$ cat config.mk
export PLATFORM = sky130hd
export DESIGN_NAME = lsu_flat
export DESIGN_NICKNAME = d
export VERILOG_FILES = /design/src/rtl/lsu_if.sv /design/src/rtl/lsu.sv /design/src/flat_wrapper.sv
export SDC_FILE = /design/constraint.sdc
export NUM_CORES = 1
export LEC_CHECK = 0
export BUFFER_PORTS_ARGS = -buffer_cell sky130_fd_sc_hd__buf_2
export CAP_MARGIN = 40
export CORE_ASPECT_RATIO = 0.8
export CORE_UTILIZATION = 45
export CTS_BUF_LIST = sky130_fd_sc_hd__clkbuf_4 sky130_fd_sc_hd__clkbuf_8 sky130_fd_sc_hd__clkbuf_16
export CTS_CLUSTER_DIAMETER = 30
export DETAILED_ROUTE_END_ITERATION = 8
export PLACE_DENSITY_LB_ADDON = 0.25
export SYNTH_ARGS = -nofsm -noshare
export SYNTH_HDL_FRONTEND = slang
export SYNTH_SLANG_ARGS = --single-unit
$ cat constraint.sdc
create_clock -name clk -period 4.6 [get_ports clk]
set_input_delay 0.46 -clock clk [delete_from_list [all_inputs] [get_ports clk]]
set_output_delay 0.46 -clock clk [all_outputs]
set_load 0.005 [all_outputs]
$ cat src/rtl/lsu_if.sv
// Request / response / RAM strobe bundle between the execute stage,
// the load/store unit and the data RAM.
//
// Handshake: a transfer happens on a rising clk edge where valid && ready.
// The sender holds valid and its payload until that edge and never drops
// valid without ready; the receiver may change ready at any time.
interface lsu_if;
  // Request from the execute stage.
  logic        req_valid;
  logic        req_ready;
  logic        req_load;
  logic        req_store;
  logic [2:0]  req_funct3;
  logic [31:0] req_base;
  logic [11:0] req_offset;
  logic [31:0] req_wdata;
  logic [4:0]  req_rd;
  // Response to writeback.
  logic        resp_valid;
  logic        resp_ready;
  logic [31:0] resp_rdata;
  logic [4:0]  resp_rd;
  logic        resp_fault;
  logic [1:0]  resp_cause;
  logic [31:0] resp_addr;
  // Data RAM strobes.
  logic        ram_load;
  logic        ram_store;
  logic [2:0]  ram_access;
  logic [31:0] ram_addr;
  logic [31:0] ram_data_in;
  logic [31:0] ram_data_out;

  // The load/store unit side.
  modport slave (
    input  req_valid, req_load, req_store, req_funct3, req_base, req_offset,
           req_wdata, req_rd, resp_ready, ram_data_out,
    output req_ready, resp_valid, resp_rdata, resp_rd, resp_fault, resp_cause,
           resp_addr, ram_load, ram_store, ram_access, ram_addr, ram_data_in
  );

  // The surrounding pipeline / RAM side.
  modport master (
    output req_valid, req_load, req_store, req_funct3, req_base, req_offset,
           req_wdata, req_rd, resp_ready, ram_data_out,
    input  req_ready, resp_valid, resp_rdata, resp_rd, resp_fault, resp_cause,
           resp_addr, ram_load, ram_store, ram_access, ram_addr, ram_data_in
  );
endinterface

$ cat src/rtl/lsu.sv
// Load/store unit: one request at a time, effective-address generation,
// funct3 legality and alignment checks, RAM strobe sequencing and a held
// valid/ready response register toward writeback.
module lsu #(
  parameter int RD_LAT = 0,   // extra ACCESS cycles before load data is sampled
  parameter int AW     = 32   // address/data width, fixed at 32
) (
  input  logic       clk,
  input  logic       rst,          // asynchronous, active-low
  lsu_if.slave       bus,
  output logic [1:0] dbg_state_o   // current FSM state for observation
);

  typedef enum logic [1:0] {
    ST_IDLE   = 2'd0,
    ST_ACCESS = 2'd1,
    ST_RESP   = 2'd2
  } state_t;

  localparam int CW = 8;

  state_t          state_q;
  logic [CW-1:0]   cnt_q;
  logic            ram_load_q;
  logic            ram_store_q;
  logic [2:0]      ram_access_q;
  logic [AW-1:0]   ram_addr_q;
  logic [AW-1:0]   ram_data_in_q;
  logic            resp_valid_q;
  logic [AW-1:0]   resp_rdata_q;
  logic [4:0]      resp_rd_q;
  logic            resp_fault_q;
  logic [1:0]      resp_cause_q;
  logic [AW-1:0]   resp_addr_q;

  logic [AW-1:0]   ea;
  logic            load_f3_ok;
  logic            store_f3_ok;
  logic            illegal;
  logic            misaligned;
  logic            fault;
  logic [1:0]      cause;
  logic            req_ready;
  logic            accept;

  // Decode of the live request: effective address, legality, alignment.
  always_comb begin
    ea          = bus.req_base + {{(AW-12){bus.req_offset[11]}}, bus.req_offset};
    load_f3_ok  = (bus.req_funct3 == 3'b000) || (bus.req_funct3 == 3'b001) ||
                  (bus.req_funct3 == 3'b010) || (bus.req_funct3 == 3'b100) ||
                  (bus.req_funct3 == 3'b101);
    store_f3_ok = (bus.req_funct3 == 3'b000) || (bus.req_funct3 == 3'b001) ||
                  (bus.req_funct3 == 3'b010);
    illegal     = (bus.req_load == bus.req_store) ||
                  (bus.req_load && !load_f3_ok) ||
                  (bus.req_store && !store_f3_ok);
    // funct3[1:0] selects the size for both loads and stores once legal.
    misaligned  = ((bus.req_funct3[1:0] == 2'b01) && ea[0]) ||
                  ((bus.req_funct3[1:0] == 2'b10) && (ea[1:0] != 2'b00));
    fault       = illegal || misaligned;
    if (illegal)           cause = 2'b11;
    else if (bus.req_load) cause = 2'b01;
    else                   cause = 2'b10;
  end

  // A new request can enter when idle, or when the held response leaves now.
  assign req_ready = (state_q == ST_IDLE) || ((state_q == ST_RESP) && bus.resp_ready);
  assign accept    = bus.req_valid && req_ready;

  // Main FSM; every output is a register so reset clears the strobes at once.
  always_ff @(posedge clk or negedge rst) begin
    if (!rst) begin
      state_q       <= ST_IDLE;
      cnt_q         <= '0;
      ram_load_q    <= 1'b0;
      ram_store_q   <= 1'b0;
      ram_access_q  <= '0;
      ram_addr_q    <= '0;
      ram_data_in_q <= '0;
      resp_valid_q  <= 1'b0;
      resp_rdata_q  <= '0;
      resp_rd_q     <= '0;
      resp_fault_q  <= 1'b0;
      resp_cause_q  <= '0;
      resp_addr_q   <= '0;
    end else begin
      case (state_q)
        ST_ACCESS: begin
          if (ram_store_q) begin
            // The RAM writes on this edge; the store pulse is one cycle.
            ram_store_q  <= 1'b0;
            resp_rdata_q <= '0;
            resp_valid_q <= 1'b1;
            state_q      <= ST_RESP;
          end else if (cnt_q == CW'(RD_LAT)) begin
            ram_load_q   <= 1'b0;
            resp_rdata_q <= bus.ram_data_out;
            resp_valid_q <= 1'b1;
            state_q      <= ST_RESP;
          end else begin
            cnt_q <= cnt_q + CW'(1);
          end
        end
        default: begin
          // IDLE or RESP: retire a consumed response, then maybe accept.
          if ((state_q == ST_RESP) && bus.resp_ready) begin
            resp_valid_q <= 1'b0;
            state_q      <= ST_IDLE;
          end
          if (accept) begin
            resp_rd_q   <= bus.req_rd;
            resp_addr_q <= ea;
            if (fault) begin
              // Faults skip the RAM entirely and respond next cycle.
              resp_fault_q <= 1'b1;
              resp_cause_q <= cause;
              resp_rdata_q <= '0;
              resp_valid_q <= 1'b1;
              state_q      <= ST_RESP;
            end else begin
              resp_fault_q  <= 1'b0;
              resp_cause_q  <= 2'b00;
              resp_valid_q  <= 1'b0;
              ram_addr_q    <= ea;
              ram_access_q  <= bus.req_funct3;
              ram_data_in_q <= bus.req_wdata;
              ram_load_q    <= bus.req_load;
              ram_store_q   <= bus.req_store;
              cnt_q         <= '0;
              state_q       <= ST_ACCESS;
            end
          end
        end
      endcase
    end
  end

  assign bus.req_ready   = req_ready;
  assign bus.resp_valid  = resp_valid_q;
  assign bus.resp_rdata  = resp_rdata_q;
  assign bus.resp_rd     = resp_rd_q;
  assign bus.resp_fault  = resp_fault_q;
  assign bus.resp_cause  = resp_cause_q;
  assign bus.resp_addr   = resp_addr_q;
  assign bus.ram_load    = ram_load_q;
  assign bus.ram_store   = ram_store_q;
  assign bus.ram_access  = ram_access_q;
  assign bus.ram_addr    = ram_addr_q;
  assign bus.ram_data_in = ram_data_in_q;
  assign dbg_state_o     = state_q;

endmodule

$ cat src/flat_wrapper.sv
// flat-port wrapper written by rule: the top's interface ports become plain ports
module lsu_flat 
#(
  parameter int RD_LAT = 0,                                                     
  parameter int AW     = 32                                     
)
  (clk, rst, dbg_state_o, bus_req_valid, bus_req_load, bus_req_store, bus_req_funct3, bus_req_base, bus_req_offset, bus_req_wdata, bus_req_rd, bus_resp_ready, bus_ram_data_out, bus_req_ready, bus_resp_valid, bus_resp_rdata, bus_resp_rd, bus_resp_fault, bus_resp_cause, bus_resp_addr, bus_ram_load, bus_ram_store, bus_ram_access, bus_ram_addr, bus_ram_data_in);
  lsu_if bus_i ();
  input  logic clk;
  input  logic rst;
  output logic [1:0] dbg_state_o;
  input wire logic [$bits(bus_i.req_valid)-1:0] bus_req_valid;
  input wire logic [$bits(bus_i.req_load)-1:0] bus_req_load;
  input wire logic [$bits(bus_i.req_store)-1:0] bus_req_store;
  input wire logic [$bits(bus_i.req_funct3)-1:0] bus_req_funct3;
  input wire logic [$bits(bus_i.req_base)-1:0] bus_req_base;
  input wire logic [$bits(bus_i.req_offset)-1:0] bus_req_offset;
  input wire logic [$bits(bus_i.req_wdata)-1:0] bus_req_wdata;
  input wire logic [$bits(bus_i.req_rd)-1:0] bus_req_rd;
  input wire logic [$bits(bus_i.resp_ready)-1:0] bus_resp_ready;
  input wire logic [$bits(bus_i.ram_data_out)-1:0] bus_ram_data_out;
  output wire logic [$bits(bus_i.req_ready)-1:0] bus_req_ready;
  output wire logic [$bits(bus_i.resp_valid)-1:0] bus_resp_valid;
  output wire logic [$bits(bus_i.resp_rdata)-1:0] bus_resp_rdata;
  output wire logic [$bits(bus_i.resp_rd)-1:0] bus_resp_rd;
  output wire logic [$bits(bus_i.resp_fault)-1:0] bus_resp_fault;
  output wire logic [$bits(bus_i.resp_cause)-1:0] bus_resp_cause;
  output wire logic [$bits(bus_i.resp_addr)-1:0] bus_resp_addr;
  output wire logic [$bits(bus_i.ram_load)-1:0] bus_ram_load;
  output wire logic [$bits(bus_i.ram_store)-1:0] bus_ram_store;
  output wire logic [$bits(bus_i.ram_access)-1:0] bus_ram_access;
  output wire logic [$bits(bus_i.ram_addr)-1:0] bus_ram_addr;
  output wire logic [$bits(bus_i.ram_data_in)-1:0] bus_ram_data_in;
  assign bus_i.req_valid = bus_req_valid;
  assign bus_i.req_load = bus_req_load;
  assign bus_i.req_store = bus_req_store;
  assign bus_i.req_funct3 = bus_req_funct3;
  assign bus_i.req_base = bus_req_base;
  assign bus_i.req_offset = bus_req_offset;
  assign bus_i.req_wdata = bus_req_wdata;
  assign bus_i.req_rd = bus_req_rd;
  assign bus_i.resp_ready = bus_resp_ready;
  assign bus_i.ram_data_out = bus_ram_data_out;
  assign bus_req_ready = bus_i.req_ready;
  assign bus_resp_valid = bus_i.resp_valid;
  assign bus_resp_rdata = bus_i.resp_rdata;
  assign bus_resp_rd = bus_i.resp_rd;
  assign bus_resp_fault = bus_i.resp_fault;
  assign bus_resp_cause = bus_i.resp_cause;
  assign bus_resp_addr = bus_i.resp_addr;
  assign bus_ram_load = bus_i.ram_load;
  assign bus_ram_store = bus_i.ram_store;
  assign bus_ram_access = bus_i.ram_access;
  assign bus_ram_addr = bus_i.ram_addr;
  assign bus_ram_data_in = bus_i.ram_data_in;
  lsu #(.RD_LAT(RD_LAT), .AW(AW)) u_core (.clk(clk), .rst(rst), .bus(bus_i), .dbg_state_o(dbg_state_o));
endmodule
-- Word-level counts from Yosys, hierarchy flattened
Cells that the tools add are included.
- add/subtract/negate cells: 2
- eq/ne operators: 14
- multiplexer cells: 33
- bitwise operators: 2
- reductions and logical operators: 31
- operators by type and width (operator ; count):
    2-to-1 mux 32 bit ; 5
    2-to-1 mux 8 bit ; 5
    adder 32 bit ; 1
    2-to-1 mux 2 bit ; 9
    2-to-1 mux 1 bit ; 14
    logical OR 1 bit ; 9
    adder 8 x 1 -> 8 bit (second input constant) ; 1
    logical NOT 8 bit ; 1
    AND reduction 4 bit ; 2
    equality test 3 bit (second input constant) ; 2
    logical AND 1 bit ; 6
    != test 2 bit (second input constant) ; 3
    AND reduction 2 bit ; 3
    AND reduction 3 bit ; 2
    nonzero test 2 bit ; 3
    equality test 2 x 1 -> 1 bit (second input constant) ; 2
    equality test 2 bit (second input constant) ; 2
    equality test 3 x 1 -> 1 bit (second input constant) ; 1
    equality test 3 x 2 -> 1 bit (second input constant) ; 1
    logical NOT 3 bit ; 1
    != test 3 x 1 -> 1 bit (second input constant) ; 1
    nonzero test 3 bit ; 1
    logical NOT 1 bit ; 2
    logical NOT 2 bit ; 1
    other kinds (3) ; 4
- flip-flop bits (word level): 152
- output and inout bits: 145
- logic and storage cells: 95

-- Depth between registers and ports, before layout
Gate-level depths: netlist (run 1).
- depth in word-level cells: 13
- mapped depth: 11
- gate-level depth less buffers: 10

-- Worst setup path before layout (run 1)
No wires, ideal clock.
- path type: input-to-reg
- start: input port bus_req_offset[0]
- end: register u_core.ram_addr_q[28], in the netlist u_core.bus.ram_addr[28]
- setup time: 0.132 ns
- arrival: 2.382 ns
- slack: 2.086 ns
- stages: 10
- path buffers: 0
- cells stage by stage: ha_1 inv_1 fa_1 nor2b_1 o211ai_1 a2111oi_2 o311ai_2 a21oi_1 mux2i_1 nand4_1
- longest elaborated chain between the ends: 7
- ends and longest elaborated chain (what ; RTL line ; text):
    from (decl) ; flat_wrapper.sv:17 ; input wire logic [$bits(bus_i.req_offset)-1:0] bus_req_offset;
    adder 32 bit (*) ; lsu.sv:48 ; ea = bus.req_base + {{(AW-12){bus.req_offset[11]}}, bus.req_offset};
    nonzero test 2 bit ; lsu.sv:59 ; ((bus.req_funct3[1:0] == 2'b10) && (ea[1:0] != 2'b00));
    logical AND 1 bit ; lsu.sv:59 ;
    logical OR 1 bit ; lsu.sv:58 ; misaligned = ((bus.req_funct3[1:0] == 2'b01) && ea[0]) ||
    logical OR 1 bit ; lsu.sv:60 ; fault = illegal || misaligned;
    inverter 1 bit (no source line) ; -- ;
    AND reduction 3 bit (no source line) ; -- ;
    to (signal assigned) ; lsu.sv:78 ; ram_addr_q <= '0;
    to (signal assigned) ; lsu.sv:124 ; ram_addr_q <= ea;
    to (decl) ; lsu.sv:27 ; logic [AW-1:0] ram_addr_q;
Every way passes the cells marked *; elsewhere a longest branch is shown, timed or not.
A chain may end at the register's enable or synchronous reset.

-- Final worst setup path (run 1)
- start: input port bus_req_offset[0]
- end: register u_core.ram_addr_q[10], in the netlist u_core.bus.ram_addr[10]
The elaborated chain is that of the path after synthesis.

==> metrics.md, run 1 <==
| Metric | Value |
|---|---|
| Setup Skew | 0.00875 ns |
| Static Leakage | 5.15 nW |
| Primary FF master, synth | dfrtp_1 |
| Setup TNS Final | 0 ns |
| Initial Utilization | 0.468 |
| Layout Nets | 1,242 |
| RSZ-0062 raised after global routing | false |
| WL/cell | 16.7 µm |
| Sequential-to-total area share from yosys stat | 0.482 |
| Setup crit start kind | input pin |
| Most numerous cell in the Yosys netlist | nand2_1 |
| Clk root buf | clkbuf_16 |
| DRC violations left | 0 |
| Syn Inst Count | 834 |
| Endpoint type of the worst setup path | register |
| Die Y | 120 µm |
| Status | completed |
| CP Class | in2reg |
| Setup repair bufs after CTS | 0 |
| Clock Pin Slew Worst Setup and Hold Paths | 0.06 ns |
| Worst Tran Pin Value | 0.692 ns |
| DRT antenna net count | 0 |
| Syn_nets | 990 |
| EDFF count, synth | 0 |
| Synth Warn # | 0 |
| Area leader, netlist | dfrtp_1 |
| FILL cells | 1,529 |
| Ys async rst share | 1.00 |
| Clk_lat worst skew | 0.42 ns |
| N_diodes | 0 |
| Core Area | 16,800 µm² |
| Area of the multi-input gates | 3820 µm² |
| Avg Cell Area, Syn | 9.40 µm² |
| Synth top area cells | dfrtp_1, nand2_1, ha_1, a22o_1, a21oi_1 |
| Drt first-iter violations | 402 |
| CTS Buffer Depth | 2 |
| Number of port buffers | 266 |
| Yosys top cell area share | 0.482 |
| DP HPWL | 16.2 mm |
| Final-report setup violation count | 0 |
| Total GRT Usage | 0.245 |
| Layout cell share with drive strength beyond 1 | 0.320 |
| Final worst path period share | 0.611 |
| Post-synth top cells | nand2_1, dfrtp_1, a21oi_1 |
| Routed vias | 7,042 |
| H-tree levels | 4 |
| IO Count | 267 |
| Final Hold Fails | 0 |
| Die area | 18,000 µm² |
| Reg area | 3780 µm² |
| First-pass GRT wire length | 34.3 mm |
| Largest net degree at the start of global routing | 74 |
| Max Cap Viol | 0 |
| Critical path data arrival time | 3.16 ns |
| Relative slew slack | 0.538 |
| Routed WL | 22.1 mm |
| Peak supply drop | 0.274 mV |
| CTS buffer count | 17 |
| Max Freq | 0.356 GHz |
| Clock sinks | 151 |
| Min Clock Period, post-route | 2.81 ns |
| CTS tree | yes |
| CP Max Fanout | 55 |
| Flops & latches, synth | 151 |
| Worst path required time | 4.95 ns |
| Number of instances in the placed design | 1,287 |
| Final Max Slew Viols | 0 |
| Post-synth cell types | 65 |
| Pwr dens | 549 nW/µm² |
| Post-Syn Area | 7840 µm² |
| Area Overhead vs Synth | 26.8% |
| Vias in the first global route | 6,412 |
| PostCTS Resize Cnt | 0 |
| Min-Delay Path Class | in2async |
| CTS hold repair buffers | 0 |
| Global placement routability congestion | 0.853 |
| Chip width | 150 µm |
| Vias per cell | 5.34 |
| Grt ovf | 0 |
| Initial antenna violation count | 0 |
| Drt pass-1 iters | 5 |
| Row count | 42 |
| Non-filler cells, final | 1,318 |
[metrics by stage]
stage / setup WS, ns / instance area, µm² / utilization / hold WS (ns) / power (W)
2_1_floorplan: 2.09 / 7840 / - / 0.164 / 0.00313
3_3_place_gp: 1.41 / 9350 / 0.558 / 0.453 / 0.00402
3_5_place_dp: 1.36 / 9350 / 0.558 / 0.458 / 0.00406
4_1_cts: 1.78 / 9940 / 0.593 / 0.0706 / 0.00550
5_1_grt: 1.58 / 9940 / 0.593 / 0.0847 / 0.00581
6_report: 1.79 / 9940 / 0.593 / 0.0526 / 0.00545
[layer usage]
metal | global-route usage | part of all wire
met2 | 0.374 | 0.44
met4 | 0.0568 | 0.010
met5 | 0 | 0
met1 | 0.349 | 0.48
met3 | 0.0608 | 0.071
[kinds of logic (layout without fill, tap and decap cells)]
logic type	Yosys count	in the layout	share of synthesized area
AND/OR/NAND/NOR	346	346	0.192
AO/OA/AOI/OAI	198	198	0.182
flip-flops	151	151	0.482
buffers and inverters	60	324	0.0329
adder cells (fa/ha/maj)	34	34	0.0552
XOR/XNOR	25	25	0.0279
multiplexers	20	20	0.0284
[placed cells by master, fill, tap and decap left out, types with 3 or more instances in the layout]
master     synthesis  final
and2_1             3      3
a31oi_1            5      5
a22o_1            31     31
a21oi_2            4      4
buf_2             22    265
xnor2_1           13     13
a21boi_1           3      3
mux2_2            17     17
nor3_1            14     14
ha_1              33     33
nand2_2            3      4
o21ai_0           39     39
or3_1              3      3
or4_1              4      4
buf_4              1     10
inv_6              0      5
and3_1             6      5
o21a_1            12     12
inv_1             17     17
nand2_1          220    219
dfrtp_1          151    151
nor2b_1            3      3
nand3_1           31     30
nor4_1             3      3
o21bai_1           4      4
o211ai_1           5      5
o31ai_1            6      6
nor2_1            30     30
clkbuf_16          0     17
a21oi_1           42     42
xor2_1            12     12
a21o_1             7      7
a211oi_1           5      5
o21ai_2            3      3
a211o_1            8      8
nand4_1           16     16
[worst max-delay path: stages]
cell     delay (ns)
buf_2          0.08
ha_1           0.16
inv_1          0.06
fa_1           0.53
a21oi_1        0.08
a21oi_1        0.36
nand3_4        0.61
buf_4          0.46
nor3_1         0.17
o21ai_0        0.10
nand3_1        0.08
[layout make-up]
type,instances,area share
multi-input combinational,623,0.384
sequential,151,0.380
timing repair buffer,276,0.142
clock buffer,17,0.0428
tap,220,0.0277
clock inverter,14,0.0167
inverter,17,0.00642
[report_power, final]
part | total (W) | internal (W) | switching, W
logic | 0.00184 | 0.000847 | 0.000996
registers | 0.00219 | 0.00188 | 0.000307
clock network | 0.00142 | 0.000813 | 0.000610
[worst paths after layout]
check | slack [ns] | depth (start not counted) | from | to
max in group asynchronous | 3.44 | 2 | rst | u_core.bus.ram_addr[31]
worst max-delay path | 1.79 | 11 | bus_req_offset[0] | u_core.bus.ram_addr[10]
worst min register to register | 0.47 | 2 | u_core.bus.ram_addr[24] | u_core.bus.ram_addr[24]
worst min-delay path | 0.05 | 1 | rst | u_core.bus.resp_rdata[10]
min in group clk | 0.22 | 3 | bus_req_rd[2] | u_core.bus.resp_rd[2]
worst max register to register | 1.87 | 8 | u_core.dbg_state_o[1] | u_core.bus.ram_addr[10]
[registers in the layout, indices dropped and copies added (netlist names)]
name,count
u_core.bus.resp_cause,2
u_core.dbg_state_o,2
u_core.bus.resp_addr,32
u_core.bus.resp_rd,5
u_core.cnt_q,8
u_core.bus.ram_access,3
u_core.bus.ram_store,1
u_core.bus.resp_fault,1
u_core.bus.ram_addr,32
u_core.bus.ram_load,1
u_core.bus.ram_data_in,32
u_core.bus.resp_rdata,32
Power figures use the tool's default switching activity.
==> run 2: changes to the inputs <==
==> constraint.sdc (replaced) <==
create_clock -name clk -period 2.5 [get_ports clk]
set_input_delay 0.25 -clock clk [delete_from_list [all_inputs] [get_ports clk]]
set_output_delay 0.25 -clock clk [all_outputs]
set_load 0.005 [all_outputs]
==> run 2 against run 1 <==
First-iteration DRC count decreased by 20%. Die area is the same. Cell count grew 6.9%. Worst hold slack worse by 0.039 ns. Non-clock buffer count rose by 90. Critical path type unchanged. Sequential share of layout area down 2.8 points. Utilization up 4.7 points. Register-to-register slack worse by 1.6 ns. Critical endpoint is now u_core.bus.resp_addr[30]. Flip-flop and latch count unchanged.
==> metrics.md, run 2 (synthesis results as in run 1) <==
| Metric | Value |
|---|---|
| Status | completed |
| Clk_lat worst skew | 0.43 ns |
| Comb pwr share | 0.353 |
| Min Clock Period, post-route | 2.36 ns |
| Placed cell area | 10,100 µm² |
| Final worst slack | 0.135 ns |
| Number of instances in the placed design | 1,371 |
| Max Freq | 0.423 GHz |
| Routed vias | 7,391 |
| Row count | 42 |
| Chip width | 150 µm |
| Initial antenna violation count | 0 |
| Most frequent cells in the layout | buf_2, nand2_1, dfrtp_1, buf_4, a21oi_1 |
| Final Hold Fails | 0 |
| Sw power | 0.00359 W |
| DRT antenna net count | 0 |
| Worst Tran Pin Value | 0.646 ns |
| Pwr dens | 962 nW/µm² |
| Endpoint type of the worst setup path | register |
| Largest net degree at the start of global routing | 58 |
| Vias in the first global route | 6,963 |
| Seq pwr share | 0.390 |
| Routed WL | 22.9 mm |
| Max incr delay on CP | 0.45 ns |
| Total GRT Usage | 0.259 |
| CP Class | in2reg |
| Vias per cell | 5.25 |
| Static Leakage | 5.60 nW |
| WL/cell | 16.2 µm |
| Setup TNS Final | 0 ns |
| Number of port buffers | 266 |
| Initial Utilization | 0.468 |
| CTS tree | yes |
| Relative slew slack | 0.568 |
| Net Sw Frac | 0.348 |
| CTS Buffer Depth | 2 |
| Critical path data arrival time | 2.67 ns |
| First-pass GRT wire length | 36.1 mm |
| Setup Skew | 0.00898 ns |
| Layout cell share with drive strength beyond 1 | 0.368 |
| Clk root buf | clkbuf_16 |
| Drt pass-1 iters | 5 |
| Core Area | 16,800 µm² |
| Worst path required time | 2.81 ns |
| Non-filler cells, final | 1,409 |
| Global placement routability congestion | 0.894 |
| RSZ-0062 raised after global routing | false |
| Area of the multi-input gates | 3820 µm² |
| Peak supply drop | 0.543 mV |
| Clock Pin Slew Worst Setup and Hold Paths | 0.07 ns |
| FILL cells | 1,436 |
| IO Count | 267 |
| Commonest non-fill, non-tap cell in the layout | buf_2 |
| Final-report setup violation count | 0 |
| Design area | 10,700 µm² |
| Final worst path period share | 0.946 |
| DP HPWL | 17.4 mm |
| Die Y | 120 µm |
| Final Max Slew Viols | 0 |
| Grt ovf | 0 |
| Min-Delay Path Class | in2reg |
| Critical-path cell list | buf_2 -> ha_1 -> inv_1 -> fa_1 -> nor2b_1 -> o211ai_1 -> a2111oi_2 -> o311ai_2 -> a21oi_2 -> buf_4 -> nor3_1 -> nand3b_1 |
| Reg area | 3780 µm² |
| Drt first-iter violations | 322 |
| Hold_ws | 0.0134 ns |
| Internal power | 0.00673 W |
| Layout Nets | 1,332 |
| Clock sinks | 151 |
| Clock share of power | 0.257 |
| CTS buffer count | 17 |
| DP Worst Slack | -0.258 ns |
| H-tree levels | 4 |
| Die area | 18,000 µm² |
| Max Cap Viol | 0 |
| CP max-delay cell | a2111oi_2 |
| Area Overhead vs Synth | 36.9% |
| N_diodes | 0 |
| Setup crit start kind | input pin |
| DRC violations left | 0 |
| CP Max Fanout | 5 |
-- run 2: changes by cell type in the layout (fill, tap and decap cells not counted), moves of 2 or more --
| cell | before | now |
|---|---|---|
| inv_8 | 1 | 3 |
| buf_4 | 10 | 89 |
| dlygate4sd3_1 | 0 | 5 |
| clkinv_4 | 2 | 0 |
| buf_12 | 0 | 6 |
-- run 2: metrics by stage --
stage                util  power (W)
floorplan               -    0.00575
global placement    0.600    0.00762
detailed placement  0.600    0.00772
CTS                 0.639     0.0104
global route        0.640     0.0110
finish              0.640     0.0103
-- run 2: final timing paths --
path	startpoint	slack, ns	to	cells after the start
max in group asynchronous	rst	1.40	u_core.bus.ram_data_in[19]	3
max	bus_req_offset[0]	0.14	u_core.bus.resp_addr[30]	12
min	bus_req_rd[2]	0.01	u_core.bus.resp_rd[2]	3
min in group asynchronous	rst	0.39	u_core.bus.resp_rdata[11]	2
max reg2reg	u_core.cnt_q[0]	0.30	u_core.bus.resp_rdata[5]	8
min reg2reg	u_core.bus.ram_access[0]	0.47	u_core.bus.ram_access[0]	2
-- run 2: cell type report --
class | count | share of cell area
Clock buffer | 17 | 0.0397
Clock inverter | 15 | 0.0174
Inverter | 17 | 0.00595
Multi-Input combinational cell | 623 | 0.356
Sequential cell | 151 | 0.352
Tap cell | 220 | 0.0257
Timing Repair Buffer | 366 | 0.203
-- run 2: routing by layer --
layer / vias to the layer above / wire, µm / track usage
met5: - / 0 / 0
met4: 0 / 200 / 0.0625
met3: 15 / 1570 / 0.0574
met2: 268 / 10300 / 0.403
met1: 3482 / 10800 / 0.365
li1: 3626 / - / -
-- run 2: worst max-delay path, delay by kind of cell --
family | cells | cell delay (ns)
AOI/OAI and AO/OA | 4 | 1.19
adders and majority gates | 2 | 0.56
buffers and inverters | 3 | 0.29
and+or+nand+nor | 3 | 0.38
-- run 2: power by group through the flow --
stage | Sequential (W) | Combinational, W | Clock, W
floorplan | 0.00412 | 0.00163 | 0
global placement | 0.00402 | 0.00359 | 0
detailed placement | 0.00405 | 0.00367 | 0
CTS | 0.00402 | 0.00369 | 0.00271
global route | 0.00414 | 0.00406 | 0.00282
finish | 0.00402 | 0.00365 | 0.00265
-- run 2: timing repair --
action                     in CTS  in global routing
resized for setup               0                  1
setup endpoints to repair       0                  3
setup buffers                   0                  1
hold buffers                    5                  0
hold endpoints to repair       58                  0
==> run 3: changes to the inputs <==
--- a/config.mk
+++ b/config.mk
@@ -8,6 +8,7 @@
 export BUFFER_PORTS_ARGS = -buffer_cell sky130_fd_sc_hd__buf_2
 export CAP_MARGIN = 40
 export CORE_ASPECT_RATIO = 0.8
+export CORE_MARGIN = 3
 export CORE_UTILIZATION = 45
 export CTS_BUF_LIST = sky130_fd_sc_hd__clkbuf_4 sky130_fd_sc_hd__clkbuf_8 sky130_fd_sc_hd__clkbuf_16
 export CTS_CLUSTER_DIAMETER = 30
==> run 3 against run 2 <==
Critical path depth fell by 1. Utilization rose by 0.26 points. Highest routed layer unchanged. Global-route usage fell by 1.7 points. Non-clock buffer count rose by 10. Clock skew rose by 0.0051 ns. Largest power group unchanged. Power rose by 0.39%. Worst setup slack improved by 0.067 ns. Largest cell class unchanged. Sequential share of layout area fell by 0.25 points. Wire length rose by 2.0%. Worst hold slack improved by 0.0032 ns.
==> metrics.md, run 3 (synthesis results as in run 1) <==
| Metric | Value |
|---|---|
| Status | completed |
| Pwr dens | 959 nW/µm² |
| Row count | 42 |
| Worst reg2reg path depth | 8 |
| IO Count | 267 |
| Family with the most delay on the worst path | compound AO/OA/AOI/OAI gates |
| Net Sw Frac | 0.355 |
| DP Worst Slack | -0.231 ns |
| Final worst path period share | 0.919 |
| Vias per cell | 5.19 |
| PostCTS Resize Cnt | 0 |
| Total number of cells along the worst setup path | 11 |
| DP HPWL | 17.9 mm |
| Initial Utilization | 0.466 |
| Routed WL | 23.3 mm |
| Relative slew slack | 0.566 |
| Worst path required time | 2.80 ns |
| Initial antenna violation count | 0 |
| Endpoint type of the worst setup path | register |
| DRT antenna net count | 0 |
| Vias in the first global route | 7,004 |
| Number of port buffers | 266 |
| Clock sinks | 151 |
| RSZ-0062 raised after global routing | false |
| Sw power | 0.00368 W |
| Largest net degree at the start of global routing | 52 |
| Max incr delay on CP | 0.44 ns |
| Comb pwr share | 0.353 |
| Global placement routability congestion | 0.917 |
| Min-Delay Path Class | in2reg |
| CP max-delay cell | a2111oi_2 |
| Hold path depth | 3 |
| Most frequent cells in the layout | buf_2, nand2_1, dfrtp_1, buf_4, a21oi_1 |
| Layout Nets | 1,342 |
| Area Overhead vs Synth | 37.9% |
| Die area | 19,000 µm² |
| CTS buffer count | 17 |
| Final Max Slew Viols | 0 |
| Setup Skew | 0.0141 ns |
| Clock Pin Slew Worst Setup and Hold Paths | 0.07 ns |
| Clock share of power | 0.258 |
| Min Clock Period, post-route | 2.30 ns |
| Max Cap Viol | 0 |
| Seq pwr share | 0.388 |
| Chip width | 154 µm |
| CTS Buffer Depth | 2 |
| CTS tree | yes |
| Final worst slack | 0.203 ns |
| Die Y | 124 µm |
| Commonest non-fill, non-tap cell in the layout | buf_2 |
| Hold_ws | 0.0167 ns |
| Internal power | 0.00668 W |
| Critical-path cell list | buf_2 -> ha_1 -> inv_1 -> fa_1 -> nor2b_1 -> o211ai_1 -> a2111oi_2 -> o311ai_2 -> a21oi_1 -> mux2i_1 -> nand4_1 |
| Routed vias | 7,365 |
| N_diodes | 0 |
| Critical path data arrival time | 2.59 ns |
| Grt ovf | 0 |
| CP Max Fanout | 4 |
| CP Class | in2reg |
| H-tree levels | 4 |
| Final-report setup violation count | 0 |
| CP bufs+invs | 2 |
| Worst Tran Pin Value | 0.650 ns |
| DRC violations left | 0 |
| WL/cell | 16.4 µm |
| Core Area | 16,800 µm² |
| Total GRT Usage | 0.242 |
| Clk root buf | clkbuf_16 |
| Peak supply drop | 0.528 mV |
| Drt pass-1 iters | 7 |
| Static Leakage | 5.65 nW |
| Layout cell share with drive strength beyond 1 | 0.372 |
| Final Hold Fails | 0 |
| First-pass GRT wire length | 36.8 mm |
| Drt first-iter violations | 511 |
| Setup crit start kind | input pin |
| Max Freq | 0.435 GHz |
| Clk_lat worst skew | 0.43 ns |
| Setup repair bufs after CTS | 0 |
| FILL cells | 1,425 |
==> run 3: cell count changes in the layout (fill, tap and decap cells not counted), sizes merged <==
cell / delta
bufinv: -1
buf: +9
dlygate4sd3: +1
clkinvlp: -2
clkinv: +3
==> run 3: final cells by class <==
class / count / area (µm²) / area share
inverter: 17 / 63.8 / 0.00591
timing repair buffer: 376 / 2240 / 0.207
sequential: 151 / 3780 / 0.350
clock buffer: 17 / 425 / 0.0394
tap: 220 / 275 / 0.0255
multi-input combinational: 623 / 3820 / 0.353
clock inverter: 15 / 203 / 0.0188
==> run 3: worst paths after layout <==
path	end	from	slack, ns
setup / recovery	u_core.bus.ram_addr[28]	bus_req_offset[0]	0.20
hold reg to reg	u_core.bus.ram_addr[3]	u_core.bus.ram_addr[3]	0.47
hold / removal	u_core.bus.ram_data_in[27]	bus_req_wdata[27]	0.02
min in group asynchronous	u_core.bus.resp_rdata[17]	rst	0.35
setup reg to reg	u_core.bus.resp_rdata[5]	u_core.cnt_q[0]	0.33
max in group asynchronous	u_core.bus.ram_addr[20]	rst	1.46
==> run 3: repair_timing <==
action	4_1_cts	5_1_grt
hold buffers	6	0
endpoints found under the setup margin	0	0
hold endpoints to repair	52	0
==> run 3: worst reg2reg max path, cell delays in order (launching register included) <==
cell and delay, ns:
dfrtp_1 0.42, inv_1 0.07, ha_1 0.13, or4b_1 0.44, nor4_2 0.23, nand2b_2 0.24
o21ai_2 0.09, buf_12 0.17, a22o_1 0.26
==> run 3: per-layer routing <==
layer  track usage  share of wire  wire length, µm  up-vias
met1         0.349           0.47            10900     3421
met3        0.0518          0.067             1570       19
met5             0              0                0        -
li1              -              -                -     3651
met4        0.0640          0.012              274        0
met2         0.373           0.45            10600      274
==> run 3: power groups by stage <==
stage | combinational [W] | clock [W] | sequential [W]
after floorplan | 0.00163 | 0 | 0.00412
after global routing | 0.00407 | 0.00283 | 0.00416
after detailed placement | 0.00368 | 0 | 0.00405
after global placement | 0.00363 | 0 | 0.00401
after CTS | 0.00372 | 0.00272 | 0.00402
final | 0.00366 | 0.00268 | 0.00402
==> run 3: stage by stage <==
step	util	area (µm²)	setup TNS [ns]	cells	total power, W
after floorplan	-	7840	0	834	0.00575
after detailed placement	0.602	10100	-1.78	1381	0.00773
after global routing	0.642	10800	0	1419	0.0111
after global placement	0.602	10100	-0.805	1381	0.00764
after CTS	0.642	10800	0	1419	0.0105
final	0.642	10800	0	1419	0.0104
